===== config.mk =====
export PLATFORM = sky130hd
export DESIGN_NAME = booth_mult_dispatch_flat
export DESIGN_NICKNAME = d
export VERILOG_FILES = /design/src/rtl/booth_mult_dispatch_if.sv /design/src/rtl/booth_mult_dispatch.sv /design/src/flat_wrapper.sv
export SDC_FILE = /design/constraint.sdc
export NUM_CORES = 1
export LEC_CHECK = 0
export ABC_AREA = 1
export CELL_PAD_IN_SITES_DETAIL_PLACEMENT = 1
export CELL_PAD_IN_SITES_GLOBAL_PLACEMENT = 2
export CORE_MARGIN = 1
export CORE_UTILIZATION = 30
export CTS_CLUSTER_DIAMETER = 200
export CTS_CLUSTER_SIZE = 40
export DETAILED_ROUTE_END_ITERATION = 6
export GPL_TIMING_DRIVEN = 1
export PLACE_DENSITY_LB_ADDON = 0.1
export REMOVE_ABC_BUFFERS = 1
export SETUP_SLACK_MARGIN = 0.15
export SYNTH_ARGS = -nofsm -noshare
export SYNTH_HDL_FRONTEND = slang
export SYNTH_SLANG_ARGS = --single-unit

===== constraint.sdc =====
create_clock -name clk -period 2.6 [get_ports clk]
set_clock_uncertainty 0.1 [all_clocks]
set_input_delay 0.52 -clock clk [delete_from_list [all_inputs] [get_ports clk]]
set_output_delay 0.52 -clock clk [all_outputs]
set_load 0.05 [all_outputs]

===== src/rtl/booth_mult_dispatch_if.sv =====
// Handshake bundle between booth_mult_dispatch and its neighbours.
//   in_*   : operand stream (valid/ready), signed 16-bit A and B
//   mult_* : start/operands to the multiplier, product/done back
//   out_*  : result stream (valid/ready), signed 32-bit product + timeout flag
// slave  : the dispatcher side.
// master : the environment side (upstream source, multiplier, downstream sink).
interface booth_mult_dispatch_if;
    logic        in_valid;
    logic        in_ready;
    logic [15:0] in_a;
    logic [15:0] in_b;
    logic        mult_start;
    logic [15:0] mult_a;
    logic [15:0] mult_b;
    logic [31:0] mult_p;
    logic        mult_done;
    logic        out_valid;
    logic        out_ready;
    logic [31:0] out_p;
    logic        out_err;

    modport master (
        output in_valid, in_a, in_b, mult_p, mult_done, out_ready,
        input  in_ready, mult_start, mult_a, mult_b, out_valid, out_p, out_err
    );

    modport slave (
        input  in_valid, in_a, in_b, mult_p, mult_done, out_ready,
        output in_ready, mult_start, mult_a, mult_b, out_valid, out_p, out_err
    );
endinterface


===== src/rtl/booth_mult_dispatch.sv =====
// Upstream dispatcher for booth_mult_16bit. Buffers operand pairs in a small
// FIFO, issues one pair at a time with a single-cycle start pulse, waits for
// done (or a timeout), and returns the product on a valid/ready stream.
// Ports:
//   clk, rst   : clock, synchronous active-high reset
//   bus        : booth_mult_dispatch_if.slave (operand, multiplier, result)
//   busy       : FIFO non-empty or an operation in progress
//   fifo_count : number of queued operand pairs
module booth_mult_dispatch #(
    parameter int FIFO_DEPTH  = 4,
    parameter int TIMEOUT_CYC = 200
) (
    input  logic                              clk,
    input  logic                              rst,
    booth_mult_dispatch_if.slave              bus,
    output logic                              busy,
    output logic [$clog2(FIFO_DEPTH+1)-1:0]   fifo_count
);
    localparam int CW = $clog2(FIFO_DEPTH + 1);
    localparam int PW = $clog2(FIFO_DEPTH);
    localparam int TW = $clog2(TIMEOUT_CYC + 1);

    typedef enum logic [1:0] {IDLE, ISSUE, WAIT, OUT} state_t;

    state_t         state;
    state_t         state_nxt;

    logic [15:0]    mem_a [FIFO_DEPTH];
    logic [15:0]    mem_b [FIFO_DEPTH];
    logic [PW-1:0]  wr_ptr;
    logic [PW-1:0]  rd_ptr;
    logic [CW-1:0]  count;
    logic [TW-1:0]  timer;
    logic           push;
    logic           pop;
    logic           timed_out;

    // Ready depends on count only, so a full FIFO stays not-ready even while popping.
    assign bus.in_ready = !rst && (count < CW'(FIFO_DEPTH));
    assign push         = bus.in_valid && bus.in_ready;
    assign timed_out    = (timer == TW'(TIMEOUT_CYC - 1));
    assign busy         = (state != IDLE) || (count != '0);
    assign fifo_count   = count;

    always_ff @(posedge clk) begin
        if (rst) begin
            state <= IDLE;
        end else begin
            state <= state_nxt;
        end
    end

    always_comb begin
        state_nxt      = state;
        pop            = 1'b0;
        bus.mult_start = 1'b0;
        bus.out_valid  = 1'b0;
        case (state)
            IDLE: begin
                if (count != '0) begin
                    pop       = 1'b1;
                    state_nxt = ISSUE;
                end
            end
            // mult_done is deliberately not looked at here: it may be stale.
            ISSUE: begin
                bus.mult_start = 1'b1;
                state_nxt      = WAIT;
            end
            WAIT: begin
                if (bus.mult_done || timed_out) begin
                    state_nxt = OUT;
                end
            end
            OUT: begin
                bus.out_valid = 1'b1;
                if (bus.out_ready) begin
                    state_nxt = IDLE;
                end
            end
            default: state_nxt = IDLE;
        endcase
    end

    // FIFO storage has no reset; flushing is done through the pointers/count.
    always_ff @(posedge clk) begin
        if (push) begin
            mem_a[wr_ptr] <= bus.in_a;
            mem_b[wr_ptr] <= bus.in_b;
        end
    end

    always_ff @(posedge clk) begin
        if (rst) begin
            wr_ptr      <= '0;
            rd_ptr      <= '0;
            count       <= '0;
            timer       <= '0;
            bus.mult_a  <= '0;
            bus.mult_b  <= '0;
            bus.out_p   <= '0;
            bus.out_err <= 1'b0;
        end else begin
            if (push) begin
                wr_ptr <= wr_ptr + 1'b1;
            end
            if (pop) begin
                bus.mult_a <= mem_a[rd_ptr];
                bus.mult_b <= mem_b[rd_ptr];
                rd_ptr     <= rd_ptr + 1'b1;
            end
            if (push && !pop) begin
                count <= count + 1'b1;
            end else if (pop && !push) begin
                count <= count - 1'b1;
            end

            case (state)
                ISSUE: timer <= '0;
                WAIT: begin
                    // Done takes priority over a coincident timeout.
                    if (bus.mult_done) begin
                        bus.out_p   <= bus.mult_p;
                        bus.out_err <= 1'b0;
                    end else if (timed_out) begin
                        bus.out_p   <= '0;
                        bus.out_err <= 1'b1;
                    end else begin
                        timer <= timer + 1'b1;
                    end
                end
                default: ;
            endcase
        end
    end
endmodule


===== src/flat_wrapper.sv =====
// flat-port wrapper written by rule: the top's interface ports become plain ports
module booth_mult_dispatch_flat 
#(
    parameter int FIFO_DEPTH  = 4,
    parameter int TIMEOUT_CYC = 200
)
  (clk, rst, busy, fifo_count, bus_in_valid, bus_in_a, bus_in_b, bus_mult_p, bus_mult_done, bus_out_ready, bus_in_ready, bus_mult_start, bus_mult_a, bus_mult_b, bus_out_valid, bus_out_p, bus_out_err);
  booth_mult_dispatch_if bus_i ();
  input  logic clk;
  input  logic rst;
  output logic busy;
  output logic [$clog2(FIFO_DEPTH+1)-1:0] fifo_count;
  input wire logic [$bits(bus_i.in_valid)-1:0] bus_in_valid;
  input wire logic [$bits(bus_i.in_a)-1:0] bus_in_a;
  input wire logic [$bits(bus_i.in_b)-1:0] bus_in_b;
  input wire logic [$bits(bus_i.mult_p)-1:0] bus_mult_p;
  input wire logic [$bits(bus_i.mult_done)-1:0] bus_mult_done;
  input wire logic [$bits(bus_i.out_ready)-1:0] bus_out_ready;
  output wire logic [$bits(bus_i.in_ready)-1:0] bus_in_ready;
  output wire logic [$bits(bus_i.mult_start)-1:0] bus_mult_start;
  output wire logic [$bits(bus_i.mult_a)-1:0] bus_mult_a;
  output wire logic [$bits(bus_i.mult_b)-1:0] bus_mult_b;
  output wire logic [$bits(bus_i.out_valid)-1:0] bus_out_valid;
  output wire logic [$bits(bus_i.out_p)-1:0] bus_out_p;
  output wire logic [$bits(bus_i.out_err)-1:0] bus_out_err;
  assign bus_i.in_valid = bus_in_valid;
  assign bus_i.in_a = bus_in_a;
  assign bus_i.in_b = bus_in_b;
  assign bus_i.mult_p = bus_mult_p;
  assign bus_i.mult_done = bus_mult_done;
  assign bus_i.out_ready = bus_out_ready;
  assign bus_in_ready = bus_i.in_ready;
  assign bus_mult_start = bus_i.mult_start;
  assign bus_mult_a = bus_i.mult_a;
  assign bus_mult_b = bus_i.mult_b;
  assign bus_out_valid = bus_i.out_valid;
  assign bus_out_p = bus_i.out_p;
  assign bus_out_err = bus_i.out_err;
  booth_mult_dispatch #(.FIFO_DEPTH(FIFO_DEPTH), .TIMEOUT_CYC(TIMEOUT_CYC)) u_core (.clk(clk), .rst(rst), .bus(bus_i), .busy(busy), .fifo_count(fifo_count));
endmodule

# After elaboration in Yosys (flattened, before gate mapping)
# Memory sizes are Yosys's and may differ from the RTL's. A register that Yosys moved wholly into a read port is not among the register bits.
# Cells that the tools add are included.
# totals
ram_bits,128
mem_count,2
word_cells,61
reg_bits,50
# mem_list
name,depth,width,read_ports,rd_clocked_by_memory_dff,wr,line_no,rtl
u_core.mem_a,4,16,1,1,1,booth_mult_dispatch.sv:28,logic [15:0] mem_a [FIFO_DEPTH];
u_core.mem_b,4,16,1,1,1,booth_mult_dispatch.sv:29,logic [15:0] mem_b [FIFO_DEPTH];
# classes
addsub,5
n_reduce_logical,18
n_eq_ne,9
mux,19
order_cmp,1
# op_table
operator,n
32-bit two-way mux,2
8-bit two-way mux,2
8-bit case mux with 2 select lines,1
8-bit by 1-bit adder with 8-bit output (second input constant),1
8-bit == test (second input constant),1
1-bit two-way mux,8
2-bit case mux with 4 select lines,1
2-bit nonzero test,4
2-bit two-way mux,3
3-bit two-way mux,2
2-bit != test (second input constant),3
3-bit AND reduction,2
2-bit by 1-bit adder with 2-bit output (second input constant),2
2-bit == test (second input constant),2
1-bit logical AND,4
2-bit by 1-bit != test with 1-bit output (second input constant),2
3-bit by 1-bit adder with 3-bit output (second input constant),1
1-bit logical NOT,3
3-bit < comparator (second input constant),1
3-bit nonzero test,1
3-bit by 1-bit subtractor with 3-bit output (second input constant),1
2-bit by 1-bit == test with 1-bit output (second input constant),1
2-bit logical NOT,1
1-bit logical OR,2
2-bit AND reduction,1

# Logic depth before layout (Yosys ltp)
# logic_depth
ltp_word,7
depth_mapped,14
depth_no_buf,13

# Worst setup path before layout
# OpenSTA, ideal clock, no wires.
# synth_path
path_type,reg2reg
startpoint,register u_core.count[2] (netlist: u_core.fifo_count[2])
endpoint,"memory u_core.mem_a[0][0], enable pin"
arrival_time_ps,3045
synth_period_minus_slack_ps,3566
stages_incl_launch_ff,4
n_path_buf,0
setup_ps,421
required_ps,2079
setup_slack_ps,-966
cell_sequence,dfxtp_1 nor2_1 nand2_1 nor2_1
# synth_via
elab_chain_cells,5
# synth_rtl
element,line_no,rtl
"start, declared",booth_mult_dispatch.sv:32,logic [CW-1:0] count;
"start signal, assigned",booth_mult_dispatch.sv:113,count <= count + 1'b1;
"start signal, assigned",booth_mult_dispatch.sv:115,count <= count - 1'b1;
3-bit < comparator,booth_mult_dispatch.sv:39,assign bus.in_ready = !rst && (count < CW'(FIFO_DEPTH));
1-bit logical AND,booth_mult_dispatch.sv:39,
net bus_in_ready,flat_wrapper.sv:19,output wire logic [$bits(bus_i.in_ready)-1:0] bus_in_ready;
1-bit logical AND,booth_mult_dispatch.sv:40,assign push = bus.in_valid && bus.in_ready;
1-bit two-way mux,booth_mult_dispatch.sv:87,if (push) begin
1-bit two-way mux (implied by the code),booth_mult_dispatch.sv:88,mem_a[wr_ptr] <= bus.in_a;
"end, declared",booth_mult_dispatch.sv:28,
# The timed path passes the listed nets, and every way through them passes these cells.

# Final worst setup path
# layout_path
startpoint,register u_core.state[1]
endpoint,output bus_mult_start
# layout_via
elab_chain_cells,2
# layout_rtl
element,line_no,rtl
"start, declared",booth_mult_dispatch.sv:25,state_t state;
"start signal, assigned",booth_mult_dispatch.sv:49,state <= state_nxt;
2-bit by 1-bit == test with 1-bit output,booth_mult_dispatch.sv:58,case (state)
1-bit two-way mux,booth_mult_dispatch.sv:58,
"end, declared",flat_wrapper.sv:20,output wire logic [$bits(bus_i.mult_start)-1:0] bus_mult_start;
# No other way between the ends.

==> impl_metrics.py <==
metrics = {
    "synth": {
        "ys_warn_count": 0,
        "yosysSeqAreaShare_pct": 68.19,
        "synth_area_sq_um": 8044,
        "synth-async-reset-ratio_pct": 0,
        "synthFlopType": "edfxtp_1",
        "avgSynthCellArea_sq_um": 10.70,
        "synth-seq-cells": 210,
        "yosysUniqueCellTypes": 28,
        "postSynthCellCount": 752,
        "synth_edf_count": 128,
    },
    "placement": {
        "place_ws_ns": 0.01773,
        "hpwlAfterDp_mm": 13.90,
        "place_area_sq_um": 9888,
        "portBuffers": 140,
        "gp_congestion": 0.7254,
    },
    "setup_path": {
        "path_delay_family": "buffers and inverters",
        "worst-path-stages": 3,
        "endpoint_kind": "primary output",
        "r2r-start": "u_core.state[0]",
        "start_kind": "flop",
        "crit_end": "bus_mult_start",
        "critPathArrivalTime_ns": 1.70,
        "cpPeakStageDelay_ns": 0.54,
        "cpMaxStageDelayCell": "dlygate4sd2_1",
        "startpoint": "u_core.state[1]",
        "crit_buf_inv": 2,
        "critPathMaxFanout": 3,
        "cp_cell_sequence": "inv_1 > ha_1 > dlygate4sd2_1",
        "required_ns": 1.98,
        "reg2reg_depth": 13,
        "r2r_slack_ns": 0.38,
        "r2r-end": "u_core.fifo_count[2]",
        "critPathKind": "reg -> out",
    },
    "global_routing": {
        "grt_max_degree": 66,
        "grt_pass1_wl_mm": 33.56,
        "grt_pass1_vias": 6200,
        "antenna_found_initial": 0,
        "grt_overflow": 0,
        "grt_use_total_pct": 15.31,
    },
    "clocking": {
        "cts_tree": "yes",
        "cts_setup_buffers": 0,
        "clkLatencyLatePin_ns": 0.49,
        "cts_sinks": 210,
        "cts_buffers": 9,
        "clk_pin_slew_ns": 0.15,
        "h-tree-depth": 1,
        "clock-root-buffer": "clkbuf_16",
        "cts_buffer_depth": 3,
    },
    "pwr": {
        "pwr-share-clk_pct": 18.1,
        "switching_power_w": 0.003710,
        "p_comb_share_pct": 38.9,
        "power.total_w": 0.009373,
        "seqPwrFrac_pct": 43.0,
        "ir_worst_vdd_v": 0.0006096,
        "internal-power_w": 0.005663,
        "sw_frac_of_total_pct": 39.58,
        "leakagePower_nw": 3.502,
        "power_per_cell_area_nw_per_um2": 922.5,
    },
    "finish": {
        "syn_to_final_growth_pct": 26.30,
        "drive_above_1_share_pct": 5.643,
        "final_common_cell": "nor2_1",
        "nets": 964,
        "most-common-layout-cells": "nor2_1 (146), clkdlybuf4s50_1 (133), edfxtp_1 (128)",
        "design_area_sq_um": 10160,
        "n_antenna_cell": 0,
    },
    "die": {
        "core_sq_um": 26210,
        "rows": 59,
        "ioPinCount": 141,
        "die_y_um": 165.7,
        "start_util_pct": 30.69,
        "die_x_um": 165.7,
        "dieArea_sq_um": 27470,
    },
    "timing": {
        "max_freq_ghz": 0.4301,
        "rsz0062_at_grt": "false",
        "period_minus_slack_ns": 2.325,
        "fin_crit_sh_pct": 89.42,
        "post-route-worst-setup-slack_ns": 0.2751,
        "max_slew_margin_pct": 54.97,
        "worst_pin_slew_ns": 0.6755,
        "setup_violations": 0,
        "hold_viol": 0,
        "drv_slew": 0,
    },
    "route": {
        "vias_per_cell": 4.781,
        "vias": 5837,
        "drc": 15,
        "wire_per_inst_um": 17.23,
        "drtIter0Drc": 329,
        "ant_nets": 0,
        "drt_pass1_iterations": 7,
        "wl_mm": 21.03,
    },
    "flow_run": {
        "max_cap_viol_count": 0,
    },
    "min_path": {
        "hp-class": "reg -> reg",
    },
    "outcome": {
        "status": "finished, violations left",
        "violations": "design-rule violations",
    },
}
[power by group through the flow]
stage | Combinational (W) | Clock, W | Sequential, W
4_1_cts | 0.00373 | 0.00178 | 0.00403
3_3_place_gp | 0.00361 | 0 | 0.00409
2_1_floorplan | 0.00143 | 0 | 0.00494
3_5_place_dp | 0.00372 | 0 | 0.00411
5_1_grt | 0.00399 | 0.00188 | 0.00407
6_report | 0.00365 | 0.00170 | 0.00403
[worst reg2reg max path, cell delays in order, from the launching register on]
cell,delay [ns]
dfxtp_1,0.43
inv_1,0.09
ha_1,0.24
inv_1,0.11
a31oi_4,0.04
inv_2,0.07
ha_1,0.19
inv_1,0.06
fa_1,0.35
inv_1,0.07
a21oi_1,0.05
o21ai_0,0.09
xor2_1,0.17
nor2_1,0.05
[flip-flops by register name, indices dropped and copies added (netlist names), 3 cells and up]
register / count
u_core.bus.out_p: 32
u_core.mem_b: 64
u_core.mem_a: 64
u_core.bus.mult_a: 16
u_core.timer: 8
u_core.bus.mult_b: 16
u_core.fifo_count: 3
[Yosys cell counts (all sizes together), types with 2 or more instances]
| cell | number | share of area, % |
|---|---|---|
| a21oi | 47 | 2.9 |
| o22ai | 32 | 2.5 |
| ha | 10 | 1.6 |
| nand3 | 12 | 0.75 |
| inv | 31 | 1.4 |
| nand4 | 2 | 0.16 |
| o21ai | 105 | 6.5 |
| dfxtp | 82 | 20 |
| edfxtp | 128 | 48 |
| buf | 17 | 1.7 |
| nand2 | 104 | 5.0 |
| clkbuf | 24 | 1.2 |
| nor2 | 152 | 7.2 |
[cell type report]
| type | instances | area [sq um] |
|---|---|---|
| Inverter | 31 | 116.4 |
| Tap cell | 335 | 419.2 |
| Sequential cell | 210 | 5487 |
| Clock inverter | 1 | 30.03 |
| Timing Repair Buffer | 162 | 1629 |
| Clock buffer | 12 | 236.5 |
| Multi-Input combinational cell | 470 | 2242 |
| Fill cell | 2866 | 16050 |
[cell families (layout without fill, tap and decap cells)]
family	count (synthesis)	count (layout)	share of synthesized area (%)
compound gates	186	186	12.30
xor+xnor	1	1	0.1089
fa+ha+maj	11	11	1.804
buf+inv	72	206	4.309
flops	210	210	68.19
simple gates	272	272	13.28
[metrics by stage]
step                      setup TNS, ns  std cells  util, %  hold slack, ns
after floorplan                 -124.10        711        -          0.3838
after global placement                0       1208    37.73          0.3491
after detailed placement              0       1208    37.73          0.3547
after CTS                             0       1221    38.74          0.3754
after global routing                  0       1221    38.77          0.3961
final                                 0       1221    38.77          0.3750
[routing by layer]
metal / wire length, um / vias to the layer above / track usage [%]
li1: - / 2834 / -
met1: 9354 / 2882 / 18.82
met2: 10590 / 107 / 28.61
met3: 796 / 14 / 1.859
met4: 290 / 0 / 3.251
met5: 0 / - / 0
[worst min-delay path by stage]
stage | startpoint | to | slack (ns) | cells past startpoint
global placement | u_core.bus.out_p[27] | u_core.bus.out_p[27] | 0.35 | 2
detailed placement | u_core.bus.out_p[25] | u_core.bus.out_p[25] | 0.35 | 2
global route | u_core.bus.out_p[25] | u_core.bus.out_p[25] | 0.40 | 2
finish | u_core.bus.out_p[22] | u_core.bus.out_p[22] | 0.38 | 2
CTS | u_core.bus.out_p[25] | u_core.bus.out_p[25] | 0.38 | 2
floorplan | u_core.timer[3] | u_core.timer[3] | 0.38 | 2
[timing repair]
item                       CTS  global route
hold buffers                 0             0
gates cloned                 0             0
resized for setup            2             3
setup endpoints to repair    2             3
No activity file was read; power rests on OpenSTA's default activity.
